[src/rtl/elgamal_pkg.sv]
// Shared types for the ElGamal modexp datapath: divider FSM states and counter sizing.
package elgamal_pkg;

    typedef enum logic [1:0] {
        ST_IDLE = 2'd0,
        ST_CALC = 2'd1,
        ST_DONE = 2'd2
    } div_state_t;

    // Iteration counter must hold the value SIZE itself, hence SIZE+1 codes.
    function automatic int cnt_width(input int size);
        return $clog2(size + 1);
    endfunction

endpackage

[src/rtl/restoring_divider_if.sv]
// Stream bundle for restoring_divider: dividend/divisor inputs and the joint result output.
interface restoring_divider_if #(
    parameter int SIZE = 128
);
    localparam int HALF = SIZE / 2;

    logic [SIZE-1:0] input_a_tdata;
    logic            input_a_tvalid;
    logic            input_a_tready;
    logic [HALF-1:0] input_b_tdata;
    logic            input_b_tvalid;
    logic            input_b_tready;
    logic [SIZE-1:0] output_q_tdata;
    logic [HALF-1:0] output_r_tdata;
    logic            output_dz;
    logic            output_tvalid;
    logic            output_tready;

    modport master (
        output input_a_tdata, input_a_tvalid, input_b_tdata, input_b_tvalid, output_tready,
        input  input_a_tready, input_b_tready, output_q_tdata, output_r_tdata, output_dz,
        input  output_tvalid
    );

    modport slave (
        input  input_a_tdata, input_a_tvalid, input_b_tdata, input_b_tvalid, output_tready,
        output input_a_tready, input_b_tready, output_q_tdata, output_r_tdata, output_dz,
        output output_tvalid
    );

endinterface

[src/rtl/div_step.sv]
// One combinational restoring-division iteration: shift in the next dividend bit,
// trial-subtract the divisor, keep the difference only if it did not go negative.
module div_step #(
    parameter int HALF = 64
) (
    input  logic [HALF-1:0] rem_in,
    input  logic            q_msb,
    input  logic [HALF-1:0] div,
    output logic [HALF-1:0] rem_out,
    output logic            q_bit
);

    // The extra top bit carries the shifted-out remainder MSB into the compare; after a
    // restore the remainder always fits back into HALF bits.
    logic [HALF:0] shifted;

    assign shifted = {rem_in, q_msb};
    assign q_bit   = (shifted >= {1'b0, div});
    assign rem_out = q_bit ? HALF'(shifted - {1'b0, div}) : shifted[HALF-1:0];

endmodule

[src/rtl/restoring_divider.sv]
// Sequential restoring divider, one quotient bit per clock.
// Define DIV_ZERO_BYPASS_EN to return zero-divisor results immediately instead of iterating.
module restoring_divider
    import elgamal_pkg::*;
#(
    parameter int SIZE = 128
) (
    input  logic               clk,
    input  logic               rst,
    restoring_divider_if.slave bus
);

    localparam int HALF = SIZE / 2;
    localparam int CW   = cnt_width(SIZE);

    div_state_t      state, state_nxt;
    logic [CW-1:0]   cnt;
    logic [SIZE-1:0] q_reg;
    logic [HALF-1:0] div_reg;
    logic [HALF-1:0] rem_reg;
    logic            dz_reg;
    logic            accept;
    logic            b_is_zero;
    logic [HALF-1:0] step_rem;
    logic            step_q;

    assign b_is_zero = (bus.input_b_tdata == '0);

    div_step #(
        .HALF(HALF)
    ) u_div_step (
        .rem_in (rem_reg),
        .q_msb  (q_reg[SIZE-1]),
        .div    (div_reg),
        .rem_out(step_rem),
        .q_bit  (step_q)
    );

    // NOTE: registers use non-blocking assignments so every flop samples pre-edge values.
    always_ff @(posedge clk or negedge rst) begin
        if (!rst) state <= ST_IDLE;
        else      state <= state_nxt;
    end

    // NOTE: every output of this block gets a default first, so no path infers a latch.
    always_comb begin
        state_nxt          = state;
        accept             = 1'b0;
        bus.input_a_tready = 1'b0;
        bus.input_b_tready = 1'b0;
        bus.output_tvalid  = 1'b0;
        case (state)
            ST_IDLE: begin
                // Each channel's ready mirrors the other's valid: both transfer or neither.
                bus.input_a_tready = bus.input_b_tvalid;
                bus.input_b_tready = bus.input_a_tvalid;
                accept             = bus.input_a_tvalid && bus.input_b_tvalid;
                if (accept) begin
`ifdef DIV_ZERO_BYPASS_EN
                    state_nxt = b_is_zero ? ST_DONE : ST_CALC;
`else
                    state_nxt = ST_CALC;
`endif
                end
            end
            ST_CALC: begin
                if (cnt == CW'(1)) state_nxt = ST_DONE;
            end
            ST_DONE: begin
                bus.output_tvalid = 1'b1;
                if (bus.output_tready) state_nxt = ST_IDLE;
            end
            default: state_nxt = ST_IDLE;
        endcase
    end

    always_ff @(posedge clk or negedge rst) begin
        if (!rst) begin
            cnt     <= '0;
            q_reg   <= '0;
            div_reg <= '0;
            rem_reg <= '0;
            dz_reg  <= 1'b0;
        end else begin
            case (state)
                ST_IDLE: begin
                    if (accept) begin
                        q_reg   <= bus.input_a_tdata;
                        div_reg <= bus.input_b_tdata;
                        rem_reg <= '0;
                        cnt     <= CW'(SIZE);
                        dz_reg  <= b_is_zero;
`ifdef DIV_ZERO_BYPASS_EN
                        // Same values the full iteration would converge to with div == 0.
                        if (b_is_zero) begin
                            q_reg   <= '1;
                            rem_reg <= bus.input_a_tdata[HALF-1:0];
                            cnt     <= '0;
                        end
`endif
                    end
                end
                ST_CALC: begin
                    rem_reg <= step_rem;
                    q_reg   <= {q_reg[SIZE-2:0], step_q};
                    cnt     <= cnt - CW'(1);
                end
                default: ;
            endcase
        end
    end

    assign bus.output_q_tdata = q_reg;
    assign bus.output_r_tdata = rem_reg;
    assign bus.output_dz      = dz_reg;

endmodule

[src/flat_wrapper.sv]
// flat-port wrapper written by rule: the top's interface ports become plain ports
module restoring_divider_flat import elgamal_pkg::*;
#(
    parameter int SIZE = 128
)
  (clk, rst, bus_input_a_tdata, bus_input_a_tvalid, bus_input_b_tdata, bus_input_b_tvalid, bus_output_tready, bus_input_a_tready, bus_input_b_tready, bus_output_q_tdata, bus_output_r_tdata, bus_output_dz, bus_output_tvalid);
  restoring_divider_if #(.SIZE(SIZE)) bus_i ();
  input  logic clk;
  input  logic rst;
  input wire logic [$bits(bus_i.input_a_tdata)-1:0] bus_input_a_tdata;
  input wire logic [$bits(bus_i.input_a_tvalid)-1:0] bus_input_a_tvalid;
  input wire logic [$bits(bus_i.input_b_tdata)-1:0] bus_input_b_tdata;
  input wire logic [$bits(bus_i.input_b_tvalid)-1:0] bus_input_b_tvalid;
  input wire logic [$bits(bus_i.output_tready)-1:0] bus_output_tready;
  output wire logic [$bits(bus_i.input_a_tready)-1:0] bus_input_a_tready;
  output wire logic [$bits(bus_i.input_b_tready)-1:0] bus_input_b_tready;
  output wire logic [$bits(bus_i.output_q_tdata)-1:0] bus_output_q_tdata;
  output wire logic [$bits(bus_i.output_r_tdata)-1:0] bus_output_r_tdata;
  output wire logic [$bits(bus_i.output_dz)-1:0] bus_output_dz;
  output wire logic [$bits(bus_i.output_tvalid)-1:0] bus_output_tvalid;
  assign bus_i.input_a_tdata = bus_input_a_tdata;
  assign bus_i.input_a_tvalid = bus_input_a_tvalid;
  assign bus_i.input_b_tdata = bus_input_b_tdata;
  assign bus_i.input_b_tvalid = bus_input_b_tvalid;
  assign bus_i.output_tready = bus_output_tready;
  assign bus_input_a_tready = bus_i.input_a_tready;
  assign bus_input_b_tready = bus_i.input_b_tready;
  assign bus_output_q_tdata = bus_i.output_q_tdata;
  assign bus_output_r_tdata = bus_i.output_r_tdata;
  assign bus_output_dz = bus_i.output_dz;
  assign bus_output_tvalid = bus_i.output_tvalid;
  restoring_divider #(.SIZE(SIZE)) u_core (.clk(clk), .rst(rst), .bus(bus_i));
endmodule
[config.mk]
export PLATFORM = sky130hd
export DESIGN_NAME = restoring_divider_flat
export DESIGN_NICKNAME = d
export VERILOG_FILES = /design/src/rtl/elgamal_pkg.sv /design/src/rtl/restoring_divider_if.sv /design/src/rtl/div_step.sv /design/src/rtl/restoring_divider.sv /design/src/flat_wrapper.sv
export SDC_FILE = /design/constraint.sdc
export NUM_CORES = 1
export LEC_CHECK = 0
export ABC_AREA = 1
export ABC_CLOCK_PERIOD_IN_PS = 2500
export CELL_PAD_IN_SITES_DETAIL_PLACEMENT = 2
export CELL_PAD_IN_SITES_GLOBAL_PLACEMENT = 2
export CORE_UTILIZATION = 28
export DETAILED_ROUTE_END_ITERATION = 10
export MAX_ROUTING_LAYER = met4
export PLACE_DENSITY_LB_ADDON = 0.1
export SYNTH_ARGS = -nofsm -noshare
export SYNTH_HDL_FRONTEND = slang
export SYNTH_SLANG_ARGS = --single-unit
[constraint.sdc]
create_clock -name clk -period 2.5 [get_ports clk]
set_input_delay 0.375 -clock clk [delete_from_list [all_inputs] [get_ports clk]]
set_output_delay 0.375 -clock clk [all_outputs]
set_load 0.02 [all_outputs]
==> qor_table.md <==
| Stage | Item | Reported |
| --- | --- | --- |
| run | Number of max-cap violations | 0 |
| cts | Clock slew seen by the registers of the worst setup and hold paths | 0.06 ns |
| setup path | Required time of the critical path | 2.95 ns |
| floorplanning | Die footprint | 65,500 sq um |
| setup path | Data arrival, critical path | 2.97 ns |
| timing | Min cycle time layout | 2.52 ns |
| cts | Clk sinks | 267 |
| cts | H-tree levels | 2 |
| drt | Detailed Route WL | 99.4 mm |
| finish | Multi-input gate area | 10,700 sq um |
| timing | Setup repair after global routing missed its margin | true |
| timing | Fin. max-slew vios | 0 |
| floorplanning | Core area | 63,400 sq um |
| timing | Peak clock frequency supported by timing | 396 MHz |
| drt | Length of the first detailed-routing pass in iterations | 5 |
| global routing | Vias in the first global route | 24,000 |
| yosys | Share of Yosys cell area claimed by the top area cell type | 0.370 |
| cts | CTS Root Cell | sky130_fd_sc_hd__clkbuf_16 |
| yosys | Synthesized net count | 2,989 |
| place | RePlAce Congestion | 0.948 |
| yosys | Unique cell type count in the Yosys netlist | 38 |
| cts | Max Root-Sink Buffers | 3 |
| timing | Final setup violation count | 6 |
| place | Port Buf Inserts | 392 |
| setup path | Maximum fanout count along the critical path | 7 |
| yosys | Largest area contributor in the synthesized netlist | sky130_fd_sc_hd__dfrtp_1 |
| setup path | Beginning of the critical path | u_core.div_reg[3] |
| cts | TritonCTS clock tree | done |
| global routing | Largest net degree at the start of global routing | 102 |
| yosys | EDFF count, synth | 0 |
| drt | First DRT Iteration DRCs | 843 |
| worst hold path | Type of the worst min-delay path | primary input to async pin |
| global routing | Aggregate global routing overflow | 0 |
| yosys | Average footprint of a synthesized cell | 6.62 sq um |
| drt | Residual antenna-violating net count after detailed routing | 0 |
| finish | Fin nets | 3,695 |
| timing | Hold violation count in the final report | 0 |
| timing | Share of the cycle needed by the critical path after routing | 1.01 |
| finish | Area taken by flip-flops and latches | 6680 sq um |
| timing | Transition time of the tightest slew-check pin | 0.646 ns |
| drt | Number of DRC violations after detailed routing | 0 |
| floorplanning | I/O Pins | 393 |
| place | Pre-CTS setup slack | -0.423 ns |
| place | Detailed placement HPWL | 73.4 mm |
| global routing | Global-route wire length before repair | 148 mm |
| finish | Layout overhead on the synthesized area | 59.1% |
| floorplanning | Chip width | 256 um |
| yosys | Top cells by count, synth | sky130_fd_sc_hd__nand2_1, sky130_fd_sc_hd__inv_1, sky130_fd_sc_hd__dfrtp_1, sky130_fd_sc_hd__nand3_1, sky130_fd_sc_hd__a22oi_1 |
| timing | Final worst setup slack | -0.0221 ns |
| finish | Number of filler cells placed in the layout | 7,275 |
| yosys | Top FF cell, synth | sky130_fd_sc_hd__dfrtp_1 |
| yosys | Cell count after synthesis | 2,725 |
| yosys | Share of async-settable or async-resettable flops after synthesis | 1.00 |
| place | Cell Area, Placed | 25,200 sq um |
| yosys | Post-synthesis sequential area ratio | 0.370 |
| outcome | Failing checks | negative setup slack |
| finish | Number of flip-flops in the largest register | 128 |
| global routing | All-layer global routing usage | 0.303 |
| finish | Share of cells above drive strength 1 | 0.214 |
| cts | CTS Buf Count | 36 |
| floorplanning | Initial cell density of the core | 0.285 |
| drt | Routed len/inst | 23.0 um |
| setup path | Start of the worst register-to-register path | u_core.div_reg[3] |
| yosys | Number of synthesis warnings | 0 |
| floorplanning | Die Span Y | 256 um |
| setup path | Worst Path Class, Setup | register to register |
| setup path | Element type at the critical path start | register |
| timing | Worst setup skew after layout | 0.0266 ns |
| global routing | Initial antenna violation count | 11 |
| yosys | Cell area after synthesis | 18,000 sq um |
| cts | Worst-Skew Late Latency | 0.58 ns |
| setup path | CP endpoint kind | register |
| timing | Max_slew headroom | 0.569 |
| yosys | Synthesis-stage register bit count | 267 |
| yosys | Most common cell in the netlist | sky130_fd_sc_hd__nand2_1 |
| yosys | Cells taking the most area after synthesis | sky130_fd_sc_hd__dfrtp_1, sky130_fd_sc_hd__nand2_1, sky130_fd_sc_hd__inv_1, sky130_fd_sc_hd__a22oi_1, sky130_fd_sc_hd__ha_1 |
| drt | Average via count per standard cell | 4.86 |
| finish | Total non-filler cell area in the finished layout | 28,700 sq um |
| drt | Total number of vias | 21,000 |
| outcome | Outcome | complete, but fails checks |
| floorplanning | Floorplan row count | 92 |
## path summary, 6_finish.rpt
check                                                to  slack (ns)  depth (start not counted)
max                        u_core.bus.output_r_tdata[4]       -0.02                         17
min                                  u_core.div_reg[23]        0.36                          2
max reg2reg                u_core.bus.output_r_tdata[4]       -0.02                         17
min reg2reg                           u_core.div_reg[4]        0.50                          2
max in group asynchronous  u_core.bus.output_q_tdata[8]        1.27                          3
min in group clk                        u_core.state[1]        0.38                          2
## cells in the final DEF (no fill, tap or decap), types with 10 or more instances in the layout
cell type | synthesis | routed
sky130_fd_sc_hd__nand2_1 | 1193 | 1092
sky130_fd_sc_hd__inv_1 | 449 | 425
sky130_fd_sc_hd__clkdlybuf4s50_1 | 0 | 390
sky130_fd_sc_hd__buf_4 | 3 | 322
sky130_fd_sc_hd__dfrtp_1 | 267 | 265
sky130_fd_sc_hd__a22oi_1 | 125 | 125
sky130_fd_sc_hd__nand3_1 | 126 | 106
sky130_fd_sc_hd__nand2_2 | 7 | 93
sky130_fd_sc_hd__o21ai_0 | 73 | 71
sky130_fd_sc_hd__nor2_1 | 103 | 69
sky130_fd_sc_hd__ha_4 | 0 | 58
sky130_fd_sc_hd__nand3b_1 | 55 | 55
sky130_fd_sc_hd__clkbuf_16 | 0 | 41
sky130_fd_sc_hd__inv_2 | 13 | 36
sky130_fd_sc_hd__xnor2_1 | 30 | 30
sky130_fd_sc_hd__nand3_2 | 11 | 29
sky130_fd_sc_hd__nor2_4 | 3 | 27
sky130_fd_sc_hd__a21oi_1 | 40 | 26
sky130_fd_sc_hd__buf_12 | 2 | 25
sky130_fd_sc_hd__nor2_2 | 14 | 24
sky130_fd_sc_hd__nand4_1 | 17 | 17
sky130_fd_sc_hd__nand2_4 | 2 | 15
sky130_fd_sc_hd__nor4_1 | 14 | 13
sky130_fd_sc_hd__diode_2 | 0 | 11
sky130_fd_sc_hd__a21oi_2 | 0 | 10
## per-layer routing
metal / track usage / vias to the layer above / wire length, um / part of all wire
met5: - / - / 0 / 0
met4: 0.0710 / 0 / 2710 / 0.027
met3: 0.0657 / 133 / 5230 / 0.053
met2: 0.541 / 425 / 50500 / 0.51
met1: 0.344 / 10600 / 41000 / 0.41
li1: - / 9844 / - / -
## repair_timing
| action | 4_1_cts | 5_1_grt |
|---|---|---|
| hold endpoints to repair | 58 | 0 |
| buffers inserted | 22 | 21 |
| resized for setup | 176 | 168 |
| pin swaps | 33 | 50 |
| hold buffers | 1 | 0 |
| gates cloned | 7 | 5 |
| endpoints found under the setup margin | 66 | 66 |
## per-stage QoR
step,TNS [ns],hold WS [ns],cells,utilization
6_report,-0.0615,0.356,4313,0.453
5_1_grt,-3.17,0.351,4313,0.453
4_1_cts,-0.101,0.339,4282,0.440
3_5_place_dp,-15.25,0.385,4189,0.397
3_3_place_gp,-14.93,0.381,4189,0.397
2_1_floorplan,0,0.0794,2725,-
## cell type report
cell class                      instances  share of cell area
Sequential cell                       267               0.233
Clock buffer                           45              0.0340
Inverter                              465              0.0612
Multi-Input combinational cell       1905               0.374
Clock inverter                         18              0.0115
Tap cell                              846              0.0369
Timing Repair Buffer                  756               0.249
Antenna cell                           11            0.000959
## logic make-up after synthesis
group,Yosys count,share of synthesized area
AND/OR/NAND/NOR,1562,0.360
buffers and inverters,554,0.122
flip-flops,267,0.370
AO/OA/AOI/OAI,244,0.0856
adder cells (fa/ha/maj),67,0.0469
XOR/XNOR,31,0.0150
## critical path: stages, from the launching register on
cell	delay [ns]
sky130_fd_sc_hd__dfrtp_1	0.38
sky130_fd_sc_hd__inv_2	0.06
sky130_fd_sc_hd__ha_4	0.28
sky130_fd_sc_hd__buf_6	0.11
sky130_fd_sc_hd__nand2_4	0.06
sky130_fd_sc_hd__nor3_4	0.25
sky130_fd_sc_hd__nand3_1	0.12
sky130_fd_sc_hd__nor2_1	0.19
sky130_fd_sc_hd__nand2_2	0.09
sky130_fd_sc_hd__nand3_2	0.08
sky130_fd_sc_hd__nor2_4	0.05
sky130_fd_sc_hd__buf_6	0.14
sky130_fd_sc_hd__nand2_8	0.15
sky130_fd_sc_hd__buf_12	0.13
sky130_fd_sc_hd__buf_16	0.12
sky130_fd_sc_hd__nand2_2	0.05
sky130_fd_sc_hd__nand3_1	0.08
sky130_fd_sc_hd__nand2_1	0.06
Power is left out: the tool's default activity adds up to more than one toggle a clock period on the data nets, which glitch-free logic cannot reach.
